[src/rtl/dcache_pkg.sv]
// Shared definitions for the direct-mapped write-back data cache:
// default geometry, FSM state encodings and the per-line metadata record.
package dcache_pkg;

    localparam int DEF_INDEX_BITS  = 4;
    localparam int DEF_OFFSET_BITS = 2;
    localparam int TAG_BITS        = 32 - DEF_INDEX_BITS - DEF_OFFSET_BITS - 2;

    typedef logic [1:0] state_t;

    localparam state_t IDLE       = 2'd0;
    localparam state_t WRITE_BACK = 2'd1;
    localparam state_t ALLOCATE   = 2'd2;

    typedef struct packed {
        logic                valid;
        logic                dirty;
        logic [TAG_BITS-1:0] tag;
    } line_meta_t;

endpackage

[src/rtl/dcache_line_store.sv]
// Cache storage: word-addressed data array with two combinational read ports
// and per-line metadata whose valid/dirty flags clear on reset.
module dcache_line_store
    import dcache_pkg::*;
#(
    parameter int INDEX_BITS  = DEF_INDEX_BITS,
    parameter int OFFSET_BITS = DEF_OFFSET_BITS
) (
    input  logic                   clk,
    input  logic                   rst,
    input  logic [INDEX_BITS-1:0]  rd_index,
    input  logic [OFFSET_BITS-1:0] rd_word,
    output logic [31:0]            rd_data,
    output line_meta_t             rd_meta,
    input  logic [INDEX_BITS-1:0]  wb_index,
    input  logic [OFFSET_BITS-1:0] wb_word,
    output logic [31:0]            wb_data,
    input  logic                   data_we,
    input  logic [INDEX_BITS-1:0]  data_index,
    input  logic [OFFSET_BITS-1:0] data_word,
    input  logic [31:0]            data_wdata,
    input  logic                   meta_we,
    input  logic [INDEX_BITS-1:0]  meta_index,
    input  line_meta_t             meta_wdata
);

    localparam int LINES = 1 << INDEX_BITS;
    localparam int WORDS = 1 << OFFSET_BITS;

    logic [31:0]         data_mem [LINES*WORDS];
    logic [TAG_BITS-1:0] tag_mem  [LINES];
    logic [LINES-1:0]    valid_bits;
    logic [LINES-1:0]    dirty_bits;

    always_ff @(posedge clk) begin
        if (data_we) begin
            data_mem[{data_index, data_word}] <= data_wdata;
        end
    end

    always_ff @(posedge clk) begin
        if (meta_we) begin
            tag_mem[meta_index] <= meta_wdata.tag;
        end
    end

    // Only the flags are reset; tags and data are meaningless while invalid.
    always_ff @(posedge clk) begin
        if (rst) begin
            valid_bits <= '0;
            dirty_bits <= '0;
        end else if (meta_we) begin
            valid_bits[meta_index] <= meta_wdata.valid;
            dirty_bits[meta_index] <= meta_wdata.dirty;
        end
    end

    assign rd_data       = data_mem[{rd_index, rd_word}];
    assign wb_data       = data_mem[{wb_index, wb_word}];
    assign rd_meta.valid = valid_bits[rd_index];
    assign rd_meta.dirty = dirty_bits[rd_index];
    assign rd_meta.tag   = tag_mem[rd_index];

endmodule

[src/rtl/dcache.sv]
// Direct-mapped, write-back, write-allocate data cache: hit logic, miss FSM,
// beat counter and latched miss address in front of a word-wide memory port.
module dcache
    import dcache_pkg::*;
#(
    parameter int INDEX_BITS  = DEF_INDEX_BITS,
    parameter int OFFSET_BITS = DEF_OFFSET_BITS
) (
    input  logic        clk_i,
    input  logic        rst_i,
    input  logic        en_i,
    input  logic        we_i,
    input  logic [31:0] addr_i,
    input  logic [31:0] wdata_i,
    output logic [31:0] rdata_o,
    output logic        hit_o,
    output logic        mem_req_o,
    output logic        mem_we_o,
    output logic [31:0] mem_addr_o,
    output logic [31:0] mem_wdata_o,
    input  logic [31:0] mem_rdata_i,
    input  logic        mem_ready_i
);

    localparam int TAG_W = 32 - INDEX_BITS - OFFSET_BITS - 2;
    localparam logic [OFFSET_BITS-1:0] LAST_WORD = '1;

    // The metadata record is sized from the package defaults.
    if (TAG_W != TAG_BITS) begin : g_geometry_check
        $error("dcache: INDEX_BITS/OFFSET_BITS must match dcache_pkg defaults");
    end

    logic [OFFSET_BITS-1:0] word;
    logic [INDEX_BITS-1:0]  index;
    logic [TAG_BITS-1:0]    tag;
    logic                   unused_addr_bits;

    assign word             = addr_i[OFFSET_BITS+1:2];
    assign index            = addr_i[INDEX_BITS+OFFSET_BITS+1:OFFSET_BITS+2];
    assign tag              = addr_i[31:INDEX_BITS+OFFSET_BITS+2];
    assign unused_addr_bits = ^addr_i[1:0];

    state_t                 state;
    logic [OFFSET_BITS-1:0] cnt;
    logic [INDEX_BITS-1:0]  miss_index;
    logic [TAG_BITS-1:0]    miss_tag;
    logic [TAG_BITS-1:0]    victim_tag;

    line_meta_t             cur_meta;
    logic [31:0]            wb_data;
    logic                   data_we;
    logic [INDEX_BITS-1:0]  data_index;
    logic [OFFSET_BITS-1:0] data_word;
    logic [31:0]            data_wdata;
    logic                   meta_we;
    logic [INDEX_BITS-1:0]  meta_index;
    line_meta_t             meta_wdata;
    logic                   last_beat;

    dcache_line_store #(
        .INDEX_BITS (INDEX_BITS),
        .OFFSET_BITS(OFFSET_BITS)
    ) u_store (
        .clk       (clk_i),
        .rst       (rst_i),
        .rd_index  (index),
        .rd_word   (word),
        .rd_data   (rdata_o),
        .rd_meta   (cur_meta),
        .wb_index  (miss_index),
        .wb_word   (cnt),
        .wb_data   (wb_data),
        .data_we   (data_we),
        .data_index(data_index),
        .data_word (data_word),
        .data_wdata(data_wdata),
        .meta_we   (meta_we),
        .meta_index(meta_index),
        .meta_wdata(meta_wdata)
    );

    assign hit_o     = en_i && (state == IDLE) && cur_meta.valid && (cur_meta.tag == tag);
    assign last_beat = (cnt == LAST_WORD);

    // Memory-side outputs derive only from registers, so they hold until accepted.
    assign mem_req_o   = (state == WRITE_BACK) || (state == ALLOCATE);
    assign mem_we_o    = (state == WRITE_BACK);
    assign mem_addr_o  = {(state == WRITE_BACK) ? victim_tag : miss_tag, miss_index, cnt, 2'b00};
    assign mem_wdata_o = wb_data;

    always_comb begin
        data_we    = 1'b0;
        data_index = index;
        data_word  = word;
        data_wdata = wdata_i;
        meta_we    = 1'b0;
        meta_index = index;
        meta_wdata = cur_meta;
        if (!rst_i) begin
            if (hit_o && we_i) begin
                data_we          = 1'b1;
                meta_we          = 1'b1;
                meta_wdata.dirty = 1'b1;
            end
            if ((state == WRITE_BACK) && mem_ready_i && last_beat) begin
                meta_we    = 1'b1;
                meta_index = miss_index;
                meta_wdata = '{valid: 1'b1, dirty: 1'b0, tag: victim_tag};
            end
            if ((state == ALLOCATE) && mem_ready_i) begin
                data_we    = 1'b1;
                data_index = miss_index;
                data_word  = cnt;
                data_wdata = mem_rdata_i;
                if (last_beat) begin
                    meta_we    = 1'b1;
                    meta_index = miss_index;
                    meta_wdata = '{valid: 1'b1, dirty: 1'b0, tag: miss_tag};
                end
            end
        end
    end

    always_ff @(posedge clk_i) begin
        if (rst_i) begin
            state <= IDLE;
            cnt   <= '0;
        end else begin
            case (state)
                IDLE: begin
                    if (en_i && !hit_o) begin
                        cnt   <= '0;
                        state <= (cur_meta.valid && cur_meta.dirty) ? WRITE_BACK : ALLOCATE;
                    end
                end
                WRITE_BACK: begin
                    if (mem_ready_i) begin
                        cnt <= cnt + 1'b1;
                        if (last_beat) begin
                            state <= ALLOCATE;
                        end
                    end
                end
                ALLOCATE: begin
                    if (mem_ready_i) begin
                        cnt <= cnt + 1'b1;
                        if (last_beat) begin
                            state <= IDLE;
                        end
                    end
                end
                default: state <= IDLE;
            endcase
        end
    end

    // Miss address and victim tag are captured when a miss leaves IDLE.
    always_ff @(posedge clk_i) begin
        if ((state == IDLE) && en_i && !hit_o) begin
            miss_index <= index;
            miss_tag   <= tag;
            victim_tag <= cur_meta.tag;
        end
    end

endmodule

[config.mk]
export PLATFORM = sky130hd
export DESIGN_NAME = dcache
export DESIGN_NICKNAME = d
export VERILOG_FILES = /design/src/rtl/dcache_pkg.sv /design/src/rtl/dcache_line_store.sv /design/src/rtl/dcache.sv
export SDC_FILE = /design/constraint.sdc
export NUM_CORES = 2
export LEC_CHECK = 0
export ABC_AREA = 1
export CORE_UTILIZATION = 44
export DETAILED_ROUTE_END_ITERATION = 10
export SLEW_MARGIN = 20
export SYNTH_ARGS = -nofsm -noshare
export SYNTH_HDL_FRONTEND = slang
export SYNTH_HIERARCHICAL = 1
export SYNTH_SLANG_ARGS = --single-unit
[constraint.sdc]
create_clock -name clk_i -period 7.2 [get_ports clk_i]
set_clock_uncertainty 0.1 [all_clocks]
set_input_delay 1.08 -clock clk_i [delete_from_list [all_inputs] [get_ports clk_i]]
set_output_delay 1.08 -clock clk_i [all_outputs]
set_load 0.03 [all_outputs]
==> results.txt <==
The clock transition at the register clock pins on the worst setup and hold paths after CTS is around 0.06 ns. The total leakage power is ~50 nW. The final count of negative-setup-slack endpoints came out at 0.

The synthesized netlist devotes 2.22% of its cell area to compound gates. Traced cell by cell, the critical path runs through buf_8, inv_8, buf_12, buf_4, buf_4, nand3_1, nand3_1, nand3_1, nand2_1, nand2_1, nand2_1, clkdlybuf4s50_1. The mean instance size in the synthesized netlist came out at around 9.4 um2.

Grouping stages by cell kind, the critical path spends the most delay in buffers and inverters. The critical path starts at addr_i[4]. Dividing the final minimum period by the clock period gives approximately 87%. The commonest non-fill, non-tap cell in the layout is sky130_fd_sc_hd__nand2_1. The post-CTS setup buffer count came out at 0. The count of mapped cells out of synthesis came out at between 10000 and 15000. The number of resized instances in the post-cts repair step is 0. The HPWL after detailed placement is 255000 um. Data arrives at the worst endpoint at roughly 5.1 ns.

The total design power is roughly 36 mW. The global-route usage over all layers came out at about a third. The count of different cell masters after synthesis is 36. The number of antenna violations at the first check in global routing was 6. The cell area after synthesis came out at 123000 um2. In this design, the stage delay of the slowest critical-path cell is ~0.90 ns. The worst register-to-register path begins at cnt[1].

The worst pin sits at a relative slew slack of between 20% and 30%. The flip-flop and latch count after synthesis came out at around 2500. The max-cap violation count is 0. The highest fanout seen on the critical path came out at 92. The top-level port count is 200. The floorplan has 193 rows. In this run the number of H-tree levels came out at 5.

The fraction of synthesis flops using an asynchronous set or reset pin came out at 0%. The category of the most critical setup path is input port to output pin. The worst setup path is captured at an output pin. The global-route congestion overflow total came out at 0.

The maximum clock path buffer count is 4. The die covers 281000 um2. In the post-synthesis netlist, the biggest area contributors are sky130_fd_sc_hd__edfxtp_1, sky130_fd_sc_hd__nand3_1, sky130_fd_sc_hd__nand2_1, sky130_fd_sc_hd__buf_2, sky130_fd_sc_hd__nor2_1. The net count of the finished layout came out at roughly 13000.

The library cells used most frequently in the layout, excluding fill and tap cells, are sky130_fd_sc_hd__nand2_1, sky130_fd_sc_hd__nand3_1, sky130_fd_sc_hd__edfxtp_1. The proportion of synthesized area in mux cells is less than 1%. The clock insertion delay at the later pin of the skew report is around 0.92 ns. The number of hold-repair buffers added at the cts stage came out at 0. After synthesis, the largest family of logic cells by area is simple AND/OR/NAND/NOR gates. The number of hold violations in the final report came out at 0. The area share of the largest cell type after synthesis came out at around three fifths.

The number of sinks driven by the clock tree came out at 2520. The cell type contributing the most total cell area after synthesis is sky130_fd_sc_hd__edfxtp_1. The count of yosys warnings during synthesis is 6. The post-synthesis adder-cell area fraction is less than 1%. In this run the most critical hold path is launched from u_store/valid_bits[13]. The slowest stage of the critical path is the sky130_fd_sc_hd__clkdlybuf4s50_1 cell. The layout filler cell count is about 25000. The xor/xnor cell area share of the yosys netlist is 0.0572%. The cell sitting at the root of the clock tree is a sky130_fd_sc_hd__clkbuf_16. The standard cell core area is roughly 280000 um2. The starting utilization of the core area came out at 44.3%. The predominant post-synthesis flop cell is sky130_fd_sc_hd__edfxtp_1. Data on the critical path is required at its endpoint by 6.02 ns. Entering global routing, the biggest net connects about 190 pins. The wire length of the first global-routing pass is 668000 um. The routed wire length came out at 466000 um.

The routed design could run at a clock period as short as between 6 and 7 ns. After detailed routing, the average wire length per cell comes to 27.8 um. The width of the die came out at 530 um. The average via count per standard cell came out at 6.25. The final number of max-transition violations came out at 0. The area growth from synthesis to final layout is 12.1%. The transition at the pin with the smallest max-transition slack is 1.16 ns. The fmax is approximately 0.16 GHz. Across the VDD grid, the largest voltage drop is about 0.18 mV.

Of the cells placed in the final design, the portion with a size suffix greater than 1 is between 7 and 8%. The total via count after detailed routing is roughly 100k. The number of enable-type register cells in the synthesized netlist is roughly 2500. The number of optimization iterations in the first detailed-route pass is 9. In this run the power density over the cells is roughly 260 nW/um2. Routability-driven placement finished with a final weighted congestion of 0.881.

The run finished with clean final reports. The count of routing violations after the opening detailed-route iteration is between 15000 and 20000. The number of buffers created by CTS is approximately 280.

Together, buffers and inverters on the worst path number 6. TritonCTS built the clock tree. The number of global-route vias before repair is 99900.

The part of the Yosys area used for sequential elements is around three fifths. Setup total negative slack on the finished layout was measured at 0 ns. The vertical extent of the die is around 530 um. The DRC violation count after routing is 0.

In this run the worst hold path is classified as register to register. The startpoint class of the critical path is an input port. During placement, the flow inserted port buffers numbering ~200. Setup repair after global routing left no endpoint under its margin.

The count of antenna-violating nets left after detailed routing is 0. The simple-gate portion of the synthesized area is 31.3%.
## synth_stat cells (4+ instances only)
master / count
sky130_fd_sc_hd__nor2_1: 368
sky130_fd_sc_hd__nor3_1: 6
sky130_fd_sc_hd__o21a_1: 8
sky130_fd_sc_hd__clkbuf_1: 200
sky130_fd_sc_hd__o221ai_1: 88
sky130_fd_sc_hd__nand4_1: 9
sky130_fd_sc_hd__inv_1: 88
sky130_fd_sc_hd__xor2_1: 6
sky130_fd_sc_hd__edfxtp_1: 2484
sky130_fd_sc_hd__nand2_1: 4689
sky130_fd_sc_hd__a21oi_1: 77
sky130_fd_sc_hd__ha_1: 4
sky130_fd_sc_hd__buf_1: 61
sky130_fd_sc_hd__buf_2: 573
sky130_fd_sc_hd__nand2_2: 4
sky130_fd_sc_hd__nand3_1: 3836
sky130_fd_sc_hd__mux2_2: 34
sky130_fd_sc_hd__dfxtp_1: 36
sky130_fd_sc_hd__inv_2: 8
sky130_fd_sc_hd__o21ai_0: 232
sky130_fd_sc_hd__buf_4: 121
sky130_fd_sc_hd__buf_6: 47
sky130_fd_sc_hd__o211ai_1: 24
sky130_fd_sc_hd__o22ai_1: 24
## final timing paths
check / endpoint / slack [ns] / depth (start not counted)
worst min-delay path: u_store/valid_bits[13] / 0.36 / 2
worst max-delay path: rdata_o[11] / 0.93 / 12
worst min register to register: u_store/valid_bits[13] / 0.36 / 2
worst max register to register: u_store/tag_mem[3][2] / 2.51 / 11
## power by group
part	switching, mW	total [mW]	internal [mW]
clock network	6.10	14.0	7.89
registers	0.0325	16.4	16.3
logic	3.86	5.14	1.28
total	9.99	35.5	25.5
## cell type report
cell class              count  area [um2]  share of cell area, %
flip-flops and latches   2520       75300                   54.8
multi-input cells        9423       42200                   30.8
clock buffers             353        7470                   5.44
repair buffers            550        6010                   4.38
well taps                3705        4640                   3.37
clock inverters           149        1230                  0.898
inverters                  98         454                  0.331
diodes                      3        7.51                0.00546
## cell families after synthesis
family | after synthesis
AOI/OAI and AO/OA | 455
xor gates and xnor gates | 8
adders and majority gates | 4
buffers and inverters | 1102
DFF | 2520
muxes | 34
other | 1
and+or+nand+nor | 8920
## per-stage QoR
stage / worst slack, ns / hold WS (ns) / cells / util, % / area (um2)
4_1_cts: 0.958 / 0.359 / 16800 / 49.6 / 137000
3_5_place_dp: 0.528 / 0.350 / 16300 / 46.5 / 129000
6_report: 0.927 / 0.360 / 16800 / 49.6 / 137000
5_1_grt: 0.825 / 0.377 / 16800 / 49.6 / 137000
3_3_place_gp: 0.641 / 0.347 / 16300 / 46.5 / 129000
2_1_floorplan: 1.75 / 0.335 / 13000 / - / 123000
## state kept, by name (all words and copies together) (netlist names)
register / flops
u_store/data_mem: 2048
u_store/tag_mem: 384
miss_tag: 24
victim_tag: 24
u_store/dirty_bits: 16
u_store/valid_bits: 16
miss_index: 4
cnt: 2
state: 2
## per-layer routing
layer	part of all wire, %	global-route usage (%)
met1	37	42.3
met4	6.8	19.8
met5	0.0071	0
met2	44	49.4
met3	12	6.37
## tightest hold or removal path, delay by kind of cell (launching register included)
family	cells	cell delay, ns
AO/OA/AOI/OAI	1	0.05
flip-flops	1	0.31
AND/OR/NAND/NOR	1	0.06
Note: power is estimated with default switching activity, not from simulation.
